File: src/rtl/cpu16_mem_arbiter.sv
// Three-port arbiter for the cpu16 single-port RAM: instruction fetch, data, debug/loader.
// One access per three cycles; dbg_halt freezes out the CPU ports so the debug port owns memory.
module cpu16_mem_arbiter #(
  parameter int AW       = 16,
  parameter int DW       = 16,
  parameter bit DBG_PRIO = 1'b1
) (
  input  logic            clk,
  input  logic            rst_n,
  input  logic [2:0]      req,
  input  logic [2:0]      we,
  input  logic [3*AW-1:0] addr,
  input  logic [3*DW-1:0] wdata,
  output logic [2:0]      ack,
  output logic [DW-1:0]   rdata,
  output logic [1:0]      gnt_id,
  output logic            busy,
  input  logic            dbg_halt,
  output logic            halted,
  output logic            mem_en,
  output logic            mem_we,
  output logic [AW-1:0]   mem_addr,
  output logic [DW-1:0]   mem_wdata,
  input  logic [DW-1:0]   mem_rdata
);

  typedef enum logic [1:0] {IDLE, ACCESS, RESP} state_t;

  state_t     state, state_nxt;
  logic [1:0] last;
  logic [1:0] win;
  logic       win_vld;
  logic [2:0] elig;
  logic [2:0] rr_set;
  logic [1:0] cand;

  // Winner selection; the round-robin set excludes port 2 when it has strict priority.
  always_comb begin
    elig    = dbg_halt ? (req & 3'b100) : req;
    rr_set  = DBG_PRIO ? (elig & 3'b011) : elig;
    win     = 2'd0;
    win_vld = 1'b0;
    cand    = 2'd0;
    if (DBG_PRIO && elig[2]) begin
      win     = 2'd2;
      win_vld = 1'b1;
    end else begin
      for (int i = 1; i <= 3; i++) begin
        cand = 2'((int'(last) + i) % 3);
        if (!win_vld && rr_set[cand]) begin
          win     = cand;
          win_vld = 1'b1;
        end
      end
    end
  end

  always_ff @(posedge clk or posedge rst_n) begin
    if (rst_n) state <= IDLE;
    else       state <= state_nxt;
  end

  always_comb begin
    state_nxt = state;
    case (state)
      IDLE:    if (win_vld) state_nxt = ACCESS;
      ACCESS:  state_nxt = RESP;
      RESP:    state_nxt = IDLE;
      default: state_nxt = IDLE;
    endcase
  end

  // Registered outputs; request fields are latched only at grant time.
  always_ff @(posedge clk or posedge rst_n) begin
    if (rst_n) begin
      ack       <= 3'b000;
      gnt_id    <= 2'd3;
      busy      <= 1'b0;
      halted    <= 1'b0;
      mem_en    <= 1'b0;
      mem_we    <= 1'b0;
      mem_addr  <= '0;
      mem_wdata <= '0;
      last      <= 2'd1;
    end else begin
      halted <= (dbg_halt && state == IDLE) || (gnt_id == 2'd2);
      case (state)
        IDLE: begin
          if (win_vld) begin
            mem_en    <= 1'b1;
            mem_we    <= we[win];
            mem_addr  <= addr[win*AW +: AW];
            mem_wdata <= wdata[win*DW +: DW];
            gnt_id    <= win;
            busy      <= 1'b1;
          end
        end
        ACCESS: begin
          mem_en <= 1'b0;
          mem_we <= 1'b0;
          ack    <= 3'b001 << gnt_id;
        end
        RESP: begin
          ack    <= 3'b000;
          gnt_id <= 2'd3;
          busy   <= 1'b0;
          last   <= gnt_id;
        end
        default: ;
      endcase
    end
  end

  assign rdata = mem_rdata;

endmodule

File: config.mk
export PLATFORM = sky130hd
export DESIGN_NAME = cpu16_mem_arbiter
export DESIGN_NICKNAME = d
export VERILOG_FILES = /design/src/rtl/cpu16_mem_arbiter.sv
export SDC_FILE = /design/constraint.sdc
export NUM_CORES = 1
export LEC_CHECK = 0
export CAP_MARGIN = 20
export CELL_PAD_IN_SITES_DETAIL_PLACEMENT = 1
export CELL_PAD_IN_SITES_GLOBAL_PLACEMENT = 2
export CORE_UTILIZATION = 22
export CTS_CLUSTER_DIAMETER = 100
export DETAILED_ROUTE_END_ITERATION = 6
export PLACE_DENSITY_LB_ADDON = 0.1
export SLEW_MARGIN = 20
export SYNTH_ARGS = -nofsm -noshare
export SYNTH_HDL_FRONTEND = slang
export SYNTH_SLANG_ARGS = --single-unit
export TNS_END_PERCENT = 5
File: constraint.sdc
create_clock -name clk -period 3.2 [get_ports clk]
set_clock_uncertainty 0.2 [all_clocks]
set_input_delay 0.8 -clock clk [delete_from_list [all_inputs] [get_ports clk]]
set_output_delay 0.8 -clock clk [all_outputs]
set_load 0.005 [all_outputs]
==> impl_metrics.ini, run 1 <==
[worst_setup_path]
critPathKind = flip-flop to flip-flop
critPathLaunchType = flip-flop
end_kind = flip-flop
crit_arrival_ns = 2.65
cp_max_fo = 23
critPathRequiredTime_ns = 3.22

[floorplan]
ios = 178
start_util_pct = 22.7
fp.dieW_um = 125
chipHeight_um = 125
die_area_um2 = 15500
core-area_um2 = 14600
rows = 44

[route]
wl_um = 12700
postRouteAntennaNets = 0
drt-initial-drc-count = 81
drtPass1Iterations = 4
drc = 0
via_per_inst = 5.04
vias = 3405
routedWlPerCell_um = 18.8

[timing]
rsz0062_at_grt = no
fin_tns_setup_ns = 0
worst_pin_slew_ns = 0.587
finalSetupViolations = 0
hold_violations = 0
fin_crit_sh_pct = 82.1
drv_slew = 0
max_freq_mhz = 381
slew_headroom_pct = 60.5
min_period_ns = 2.63
setup_ws_ns = 0.572

[cts]
cts_resized = 0
htreeDepth = 2
cts_tree = yes
cts_root_buf = clkbuf_16
cts_buffers = 5
cts.path.max_buffers = 2
cts_setup_buffers = 0
clk_pin_slew_ns = 0.07
cts_hold_buffers = 0
clkLatencyLatePin_ns = 0.30
clock_sinks = 45

[synth]
yosys.area.top_type = dfrtp_1
syn_inst = 370
netlist_area_um2 = 3310
yosys-top-cells-area = dfrtp_1, o221ai_1, nand2b_1
avgSynthCellArea_um2 = 8.95
synth_top_area_share_pct = 31.7
ys_warn_count = 0
ys_seq_area_share_pct = 34.1
syn-num-nets = 499
synth-async-reset-ratio_pct = 100
synth_cell_types = 38
synth_edf_count = 0
synthFlopType = dfrtp_1
ys_ff_latch = 45

[place]
gp_congestion = 0.737
pre_cts_ws_ns = 0.293
numPortBuffers = 145
dpl.hpwl_um = 9040

[outcome]
status = finished, final reports clean

[final_layout]
drive_above_1_share_pct = 9.37
area_delta_synth_final_pct = 52.0
nFillCells = 1669
diodes = 0
nNetsFinal = 619

[global_route]
grt_max_degree = 43
grt_use_total_pct = 16.6
antenna_found_initial = 0
first_global_vias = 3793
grt_remaining_overflow = 0
grt_pass1_wl_um = 20400

[power_and_ir_drop]
p_leak_nw = 2.03
irDropWorstVdd_mv = 0.380
p_per_area_nw_per_um2 = 761

[hold_path]
hold_class = flip-flop to flip-flop

[job]
maxCapViolations = 0
state kept, by name, summed over array words and instances, names as in the netlist:
signal	cells
mem_addr	16
mem_wdata	16
ack	3
gnt_id	2
last	2
state	2
busy	1
halted	1
mem_en	1
mem_we	1
kinds of logic (layout without fill, tap and decap cells):
logic type	Yosys count	after routing	share of synthesized area, %
adders and majority gates	8	8	3.02
and+or+nand+nor	94	94	15.4
buffers and inverters	90	211	13.2
DFF	45	45	34.1
muxes	4	4	1.32
AOI/OAI and AO/OA	129	129	32.9
final timing paths:
check | from | endpoint | slack [ns] | cells after the start
setup / recovery | last[0] | mem_wdata[10] | 0.57 | 8
hold / removal | mem_wdata[7] | mem_wdata[7] | 0.31 | 2
setup reg to reg | last[0] | mem_wdata[10] | 0.57 | 8
hold reg to reg | mem_wdata[7] | mem_wdata[7] | 0.31 | 2
max in group asynchronous | rst_n | gnt_id[0] | 1.50 | 3
min in group asynchronous | rst_n | mem_addr[7] | 0.67 | 2
layout by cell type, fill, tap and decap left out, drive strengths merged:
master	netlist	routed
mux2i	1	1
nor2	8	8
nor3b	1	1
o21a	1	1
a21boi	10	10
clkdlybuf4s50	0	144
and4	1	1
buf	35	14
nand2	32	32
dfstp	3	3
a22oi	11	11
clkbuf	10	6
or2	11	11
a21oi	2	2
o32a	1	1
and2	1	1
nand2b	34	34
nor4	1	1
inv	45	45
mux2	3	3
a32oi	22	22
a31oi	2	2
o2111ai	1	1
clkinv	0	2
o211ai	2	2
nor3	5	5
o2111a	1	1
o32ai	1	1
ha	8	8
dfrtp	42	42
o221ai	64	64
o22ai	1	1
o41ai	1	1
o21ai	9	9
area by class of cell:
type / instances / area (um^2) / area share, %
multi-input combinational: 235 / 1760 / 34.9
timing repair buffer: 158 / 1610 / 31.9
sequential: 45 / 1130 / 22.4
tap: 184 / 230 / 4.57
inverter: 45 / 169 / 3.36
clock buffer: 6 / 129 / 2.56
clock inverter: 2 / 10.0 / 0.199
through the flow:
stage / hold WS, ns / instances / utilization, % / power [mW] / cell area (um^2)
final: 0.306 / 675 / 34.5 / 3.83 / 5030
after global routing: 0.335 / 675 / 34.5 / 4.16 / 5030
after CTS: 0.313 / 675 / 34.5 / 3.92 / 5030
after detailed placement: 0.300 / 667 / 33.6 / 3.35 / 4890
after global placement: 0.295 / 667 / 33.6 / 3.31 / 4890
after floorplan: 0.275 / 370 / - / 2.21 / 3310
power by group:
| part | switching, mW | internal [mW] | total [mW] |
|---|---|---|---|
| combinational | 1.13 | 1.14 | 2.27 |
| clock | 0.241 | 0.288 | 0.529 |
| sequential | 0.171 | 0.862 | 1.03 |
| total | 1.54 | 2.29 | 3.83 |
synthesized netlist by cell type (2+ instances only):
master     n
nand2b_1  34
mux2_2     3
nor2_1     8
a32oi_1   22
or2_2     10
nand2_1   32
dfstp_2    3
a21oi_1    2
clkbuf_1  10
dfrtp_1   42
buf_4     20
buf_2     14
o21ai_0    9
o221ai_1  64
ha_1       8
a21boi_0  10
inv_1     45
nor3_1     4
a22oi_1   11
critical path, cell delays in order (launching register included):
cell,delay [ns]
dfstp_2,0.54
inv_1,0.07
ha_1,0.38
and2_1,0.19
o2111ai_2,0.28
o21a_2,0.23
buf_4,0.28
o221ai_1,0.16
a32oi_1,0.22
metal layers:
| metal | GRT usage, % | wire length (um) | up-vias |
|---|---|---|---|
| li1 | - | - | 1610 |
| met5 | 0 | 0 | - |
| met3 | 3.61 | 586 | 18 |
| met4 | 6.24 | 237 | 0 |
| met2 | 29.6 | 6380 | 96 |
| met1 | 19.4 | 5460 | 1681 |
(Power assumes the default switching activity.)
==> run 2: changes to the inputs <==
Clock period 3.2 ns to 2.6 ns, I/O delays scaled along.
==> run 2 against run 1 <==
Cell area up 6.5%. Via count rose by 4.2%. Setup slack worse by 0.41 ns. Register-to-register slack got worse by 0.38 ns. Cell count is 3.0% higher. Power grew 37%. Critical path type is now input pin to flip-flop.
==> impl_metrics.ini, run 2 (synthesis gave the netlist of run 1 again) <==
[hold_path]
hold_class = flip-flop to flip-flop
hold_start = mem_addr[1]

[final_layout]
drive_above_1_share_pct = 13.9
area_delta_synth_final_pct = 61.9
nNetsFinal = 639
final_common_cell = clkdlybuf4s50_1
final_cell_mix = clkdlybuf4s50_1, o221ai_1, inv_1
diodes = 0
final_area_um2 = 5360
nFillCells = 1662
reg.largest.list = mem_addr (16), mem_wdata (16), ack (3)
fin_util_pct = 36.7
final_cells = 695

[route]
via_per_inst = 5.11
drt-initial-drc-count = 104
wl_um = 13400
drc = 0
routedWlPerCell_um = 19.3
vias = 3549
postRouteAntennaNets = 0
drtPass1Iterations = 4

[power_and_ir_drop]
p_leak_nw = 2.18
p_per_area_nw_per_um2 = 982
finalPower_mw = 5.26
irDropWorstVdd_mv = 0.459

[worst_setup_path]
startpoint = req[1]
crit_family = buffers and inverters
cp_slowest_cell = clkdlybuf4s50_1
crit_arrival_ns = 2.46
critPathKind = input pin to flip-flop
critPathLaunchType = input pin
critPathRequiredTime_ns = 2.62
worstReg2RegStart = last[0]
cp_max_fo = 13
path_cells = clkdlybuf4s50_1, nor3b_2, o2111ai_2, o211ai_4, buf_4, buf_12, o221ai_1, a32oi_1
cpPeakStageDelay_ns = 0.53
crit_buf_inv = 3
end_kind = flip-flop

[timing]
finalSetupViolations = 0
timing.hold.ws_ns = 0.314
setup_ws_ns = 0.161
min_period_ns = 2.44
worst_pin_slew_ns = 0.471
max_freq_mhz = 410
fin_tns_setup_ns = 0
hold_violations = 0
drv_slew = 0
slew_headroom_pct = 68.2
fin_crit_sh_pct = 93.8
rsz0062_at_grt = no

[global_route]
grt_use_total_pct = 17.0
first_global_vias = 3880
grt_max_degree = 36
grt_pass1_wl_um = 20900
grt_remaining_overflow = 0
antenna_found_initial = 0

[job]
maxCapViolations = 0

[place]
gp_congestion = 0.718
pre_cts_ws_ns = -0.156
dp_cells = 678
dpl.hpwl_um = 9460
placed_cell_area_um2 = 5030
numPortBuffers = 145

[floorplan]
core-area_um2 = 14600
die_area_um2 = 15500
ios = 178
fp.dieW_um = 125
chipHeight_um = 125
start_util_pct = 22.7
rows = 44

[cts]
clock_sinks = 45
cts_tree = yes
htreeDepth = 2
clk_pin_slew_ns = 0.07
clkLatencyLatePin_ns = 0.30
cts.path.max_buffers = 2
cts_root_buf = clkbuf_16
cts_buffers = 5

[outcome]
status = finished, final reports clean
## run 2: changes by cell type in the layout (fill, tap and decap cells not counted), sizes merged
cell	delta
buf	+17
bufinv	+1
clkbuf	+4
clkinv	-2
## run 2: final timing paths
check / endpoint / depth (start not counted) / slack (ns)
min reg2reg: mem_addr[1] / 2 / 0.31
max reg2reg: mem_addr[7] / 10 / 0.19
min: mem_addr[1] / 2 / 0.31
min in group asynchronous: mem_addr[0] / 2 / 0.49
max in group asynchronous: last[0] / 3 / 1.15
max: mem_wdata[9] / 8 / 0.16
## run 2: timing repair
item	in CTS	in global routing
hold buffers	0	0
gates resized for setup	0	5
buffers inserted	0	6
setup endpoints to repair	0	29
## run 2: metal layers
metal	track usage, %	up-vias	share of wire (%)
met5	0	-	0
met4	6.17	0	1.8
met3	3.52	19	4.5
met2	30.0	98	49
met1	20.2	1777	44
li1	-	1655	-
## run 2: where the power goes
| part | total, mW | switching [mW] | leakage (nW) | internal [mW] |
|---|---|---|---|---|
| clock | 0.785 | 0.303 | 0.0841 | 0.482 |
| sequential | 1.29 | 0.227 | 0.504 | 1.06 |
| combinational | 3.19 | 1.49 | 1.59 | 1.69 |
| total | 5.26 | 2.02 | 2.18 | 3.24 |
## run 2: tightest hold or removal path, cell delays in order, from the launching register on
cell and delay, ns:
dfrtp_1 0.38, inv_1 0.05, a32oi_1 0.05
## run 2: layout make-up
cell class                 count  area [um^2]  area share, %
clock inverter                 1         30.0          0.560
timing repair buffer         178         1870           34.9
multi-input combinational    235         1790           33.3
sequential                    45         1130           21.1
tap                          184          230           4.30
inverter                      45          169           3.15
clock buffer                   7          143           2.66
